<file path="src/rtl/led_fader_pkg.sv">
// led_fader_pkg: shared constants and helpers for the LED fader.
// Optional feature macro: LED_FADER_GAMMA_EN (square-law duty curve).
package led_fader_pkg;

   localparam int unsigned LED_COUNT        = 4;
   localparam int unsigned DEF_PWM_BITS     = 8;
   localparam int unsigned DEF_DECAY_PERIOD = 65536;
   localparam int unsigned DEF_DECAY_STEP   = 8;

   // Full-brightness level for a given level width.
   function automatic int unsigned level_max(input int unsigned width);
      return (32'd1 << width) - 32'd1;
   endfunction

endpackage

</file>
<file path="src/rtl/led_fader_channel.sv">
// led_fader_channel: one LED's brightness level, duty mapping and PWM output.
// Optional feature macro: LED_FADER_GAMMA_EN selects a square-law duty curve.
module led_fader_channel
   import led_fader_pkg::*;
#(
   parameter int unsigned PWM_BITS   = DEF_PWM_BITS,
   parameter int unsigned DECAY_STEP = DEF_DECAY_STEP
) (
   input  logic                clk_in,
   input  logic                rst_in,
   input  logic                data_in,
   input  logic                tick,
   input  logic [PWM_BITS-1:0] pwm_cnt,
   output logic                led_out
);

   localparam logic [PWM_BITS-1:0] MAX = PWM_BITS'(level_max(PWM_BITS));

   logic [PWM_BITS-1:0] level;
   logic [PWM_BITS-1:0] duty;

`ifdef LED_FADER_GAMMA_EN
   logic [2*PWM_BITS-1:0] level_sq;

   // Square-law curve: keep the upper half of level^2.
   always_comb begin
      level_sq = {{PWM_BITS{1'b0}}, level} * {{PWM_BITS{1'b0}}, level};
      duty     = level_sq[2*PWM_BITS-1:PWM_BITS];
   end
`else
   // Linear curve: duty tracks level directly.
   always_comb begin
      duty = level;
   end
`endif

   // Level: a lit input pins full brightness; otherwise saturating decay on tick.
   always_ff @(posedge clk_in) begin
      if (rst_in) begin
         level <= '0;
      end else if (data_in) begin
         level <= MAX;
      end else if (tick) begin
         if (32'(level) > DECAY_STEP)
            level <= level - PWM_BITS'(DECAY_STEP);
         else
            level <= '0;
      end
   end

   // Registered PWM compare; MAX forces solid on so there is no off cycle per period.
   always_ff @(posedge clk_in) begin
      if (rst_in)
         led_out <= 1'b0;
      else
         led_out <= (level == MAX) || (pwm_cnt < duty);
   end

endmodule

</file>
<file path="src/rtl/led_fader.sv">
// led_fader: per-LED PWM with a linearly decaying trail behind the lit LED.
// Shared PWM phase and decay tick counters feed LED_COUNT independent channels.
// Optional feature macro: LED_FADER_GAMMA_EN (square-law duty curve in channels).
module led_fader
   import led_fader_pkg::*;
#(
   parameter int unsigned PWM_BITS     = DEF_PWM_BITS,
   parameter int unsigned DECAY_PERIOD = DEF_DECAY_PERIOD,
   parameter int unsigned DECAY_STEP   = DEF_DECAY_STEP
) (
   input  logic                 clk_in,
   input  logic                 rst_in,
   input  logic [LED_COUNT-1:0] data_in,
   output logic [LED_COUNT-1:0] led_out
);

   // A period of 1 still needs a 1-bit counter; it simply never leaves 0.
   localparam int unsigned    TW        = (DECAY_PERIOD > 1) ? $clog2(DECAY_PERIOD) : 1;
   localparam logic [TW-1:0]  TICK_LAST = TW'(DECAY_PERIOD - 1);

   logic [PWM_BITS-1:0] pwm_cnt;
   logic [TW-1:0]       tick_cnt;
   logic                tick;

   assign tick = (tick_cnt == TICK_LAST);

   // Free-running PWM phase and decay prescaler, both restarted by reset.
   always_ff @(posedge clk_in) begin
      if (rst_in) begin
         pwm_cnt  <= '0;
         tick_cnt <= '0;
      end else begin
         pwm_cnt  <= pwm_cnt + 1'b1;
         tick_cnt <= tick ? '0 : tick_cnt + 1'b1;
      end
   end

   for (genvar i = 0; i < LED_COUNT; i++) begin : g_ch
      led_fader_channel #(
         .PWM_BITS   (PWM_BITS),
         .DECAY_STEP (DECAY_STEP)
      ) u_ch (
         .clk_in  (clk_in),
         .rst_in  (rst_in),
         .data_in (data_in[i]),
         .tick    (tick),
         .pwm_cnt (pwm_cnt),
         .led_out (led_out[i])
      );
   end

endmodule
</file>
<file path="config.mk">
export PLATFORM = sky130hd
export DESIGN_NAME = led_fader
export DESIGN_NICKNAME = d
export VERILOG_FILES = /design/src/rtl/led_fader_pkg.sv /design/src/rtl/led_fader_channel.sv /design/src/rtl/led_fader.sv
export SDC_FILE = /design/constraint.sdc
export NUM_CORES = 1
export LEC_CHECK = 0
export CAP_MARGIN = 20
export CORE_ASPECT_RATIO = 1.5
export CORE_MARGIN = 1.5
export CORE_UTILIZATION = 50
export DETAILED_ROUTE_END_ITERATION = 10
export DONT_BUFFER_PORTS = 1
export PLACE_DENSITY_LB_ADDON = 0.25
export RECOVER_POWER = 25
export REMOVE_ABC_BUFFERS = 1
export SLEW_MARGIN = 20
export SYNTH_ARGS = -nofsm -noshare
export SYNTH_HDL_FRONTEND = slang
export SYNTH_SLANG_ARGS = --single-unit
</file>
<file path="constraint.sdc">
create_clock -name clk_in -period 4.7 [get_ports clk_in]
set_input_delay 0.705 -clock clk_in [delete_from_list [all_inputs] [get_ports clk_in]]
set_output_delay 0.705 -clock clk_in [all_outputs]
set_load 0.01 [all_outputs]
</file>
==> metrics.md <==
| Metric | Value |
|---|---|
| Finished Layout Cells | 413 |
| Num CTS Buffers | 5 |
| Register clock-pin slew on the reported worst setup and hold paths | 90 ps |
| Drc violations | 0 |
| Seq/Total Area, Yosys | around a third |
| Initial cell density of the core | 51.93% |
| CP Class | flip-flop to flip-flop |
| EDFF count, synth | 0 |
| Post-layout minimum cycle time | 2218 ps |
| Synth top area cells | dfxtp_1, ha_1, nor2_1, a211oi_1, a21o_1 |
| CP Data Required Time | a little under 5000 ps |
| PostCTS Resize Cnt | 0 |
| First-pass GRT wire length | between 10 and 15 mm |
| Via count | 2,384 |
| Post-Syn Area | 0.003027 mm² |
| FILL cells | 544 |
| Core ar. | 0.005828 mm² |
| Arr. time, crit path | 2400 ps |
| Max IR drop VDD | 0.2074 mV |
| DIE AREA | 0.006539 mm² |
| End-of-flow core utilization | 53.99% |
| Combinational share of power | 10.6% |
| Initial antenna violation count | 0 |
| Sw power | 0.2278 mW |
| Syn avg cell area | 8.722 µm² |
| Post-route ant nets | 0 |
| Max Cap Viol | 0 |
| Post-CTS Setup Bufs | 0 |
| Outcome | complete, no violations |
| Setup WS pre-CTS | 2522 ps |
| Diode count | 0 |
| Final Wtd Congestion | 0.8354 |
| Critical path capture point type | flip-flop |
| Least-Margin Pin Slew | 660.7 ps |
| Final Worst Setup Slack | ~2500 ps |
| Hold WC Path Type | input pin to flip-flop |
| Post-Place Cell Area | 0.003042 mm² |
| Routed vias/inst | between 5 and 6 |
| Clk pwr share | 34.1% |
| Ys Warns | 0 |
| TritonRoute pass-1 iters | 4 |
| Fin. Hold Viols | 0 |
| Routed WL | between 5 and 6 mm |
| Post-synth ARST share | 0% |
| Leakage | 1.339 nW |
| IO Port Bufs | 0 |
| Post-DP HPWL | between 4 and 5 mm |
| Min Hold Slack | 465.7 ps |
| Post-synth top area cell | dfxtp_1 |
| Io pins | 10 |
| Sink Count | 52 |
| Chip width | 66.53 µm |
| Design Area, Final | 0.003147 mm² |
| Clk root buf | clkbuf_8 |
| Final worst-path cycle share | 47.18% |
| Final clock skew | around 6 ps |
| Area added between synthesis and finish | 3.969% |
| Power, Total | 0.8950 mW |
| Total track usage | 20.31% |
| Max FO, Critical Path | 20 |
| Nets@finish | 380 |
| Post-synth top area share | 34.39% |
| Synth unique cells | 37 |
| H-tree levels | 2 |
| Hold_buf cts | 0 |
| Net Sw Frac | between 20 and 30% |
| Worst-case clock buffer depth | 2 |
| CTS tree | built |
| Pwr/cell area | 284.4 mW/mm² |
| Worst Setup Start Kind | flip-flop |
| Dpl cells | 405 |
| Worst skew pair latency | 300 ps |
| Grt ovf | 0 |
| Mapped Cells | 347 |
| Layout cell share with drive strength beyond 1 | about 5.3% |
| Vias in the first global route | 2,396 |
| Int Pwr | 0.6672 mW |
| Flop pwr share | around 55% |
| Predominant post-synthesis flop cell | dfxtp_1 |
| Setup TNS | 0 ps |
| Final setup violation count | 0 |
| #FFs+latches synth | 52 |
| Max Clk Rate | 0.4509 GHz |
| Largest net degree at the start of global routing | 46 |
| Final Max Tran Viols | 0 |
| Avg WL per Cell | ~14 µm |
| DRT iter0 DRCs | between 100 and 150 |
| Flop-to-flop setup slack | 2480 ps |
| RSZ-0062 raised after global routing | no |
| Rows | 34 |
| Worst slew margin | 55.55% |
| Die height | 98.29 µm |
[final timing paths]
kind,to,cells past startpoint,startpoint
setup / recovery,tick_cnt[7],5,tick_cnt[0]
hold / removal,g_ch[3].u_ch.duty[3],1,rst_in
setup reg to reg,tick_cnt[7],5,tick_cnt[0]
hold reg to reg,tick_cnt[0],1,tick_cnt[0]
[synthesized netlist by cell type (2+ instances only)]
cell	n
xnor2_1	8
inv_1	26
a31oi_1	4
nor4_1	7
buf_6	2
a211oi_1	20
and3_1	7
nor4b_4	2
nand2b_1	4
o21ai_0	9
buf_2	2
nand3_1	13
buf_4	4
xor2_1	11
or3_1	4
and4_1	5
buf_1	2
ha_1	34
nand4_1	3
clkbuf_1	5
or4_4	2
nor4b_1	3
nor2_1	41
dfxtp_1	52
a21o_1	15
a21oi_1	20
o41ai_1	7
nor3_1	9
nand2_1	17
nand4_2	2
[cell families (layout without fill, tap and decap cells)]
| family | Yosys count | after routing | synth area share, % |
|---|---|---|---|
| buffers and inverters | 41 | 35 | 6.160 |
| XOR/XNOR | 19 | 19 | 5.498 |
| adder cells (fa/ha/maj) | 34 | 34 | 14.06 |
| AND/OR/NAND/NOR | 123 | 123 | 22.70 |
| AO/OA/AOI/OAI | 78 | 78 | 17.20 |
| flip-flops | 52 | 52 | 34.39 |
[final cells by class]
class | count | area, µm² | area share (%)
Multi-Input combinational cell | 254 | 1799 | 57.18
Sequential cell | 52 | 1041 | 33.08
Inverter | 26 | 97.59 | 3.101
Tap cell | 72 | 90.09 | 2.863
Clock buffer | 5 | 68.82 | 2.187
Clock inverter | 3 | 42.54 | 1.352
Timing Repair Buffer | 1 | 7.507 | 0.2386
[worst max-delay path, stage by stage (launching register included)]
cell and delay, ps:
dfxtp_1 380, ha_1 240, nand4_1 210, or4_4 720
or2b_1 450, nor2_1 100
[state kept, by name, summed over array words and instances, names as in the netlist]
register and cells:
g_ch.u_ch.duty 24, g_ch.u_ch.led_out 4, tick_cnt 16, pwm_cnt 8
[per-layer routing]
metal / track usage (%) / share of wire (%)
met1: 23.79 / 44
met2: 36.08 / 53
met3: 4.147 / 2.1
met4: 6.436 / 0.94
met5: 0 / 0
[cells in the final DEF (no fill, tap or decap), types with 2 or more instances in the layout]
cell,count
and3_1,7
xnor2_1,8
dfxtp_1,52
ha_1,34
nor3_1,9
o21ai_0,9
or4_4,2
nor2_1,41
a21o_1,15
clkbuf_8,5
xor2_1,11
nand2b_1,4
a31oi_1,4
nand4_1,4
o41ai_1,7
nor4b_4,2
nand3_1,13
a211oi_1,20
or3_1,4
a21oi_1,20
nor4_1,6
nor4b_1,3
and4_1,5
inv_1,26
nand2_1,17
[power by group through the flow]
stage / combinational [mW] / sequential [mW] / clock, mW
after CTS: 0.0959 / 0.495 / 0.317
after floorplan: 0.0782 / 0.496 / 0
after global routing: 0.112 / 0.500 / 0.336
final: 0.0948 / 0.495 / 0.305
after detailed placement: 0.0947 / 0.505 / 0
after global placement: 0.0915 / 0.505 / 0
Power figures use the tool's default switching activity.
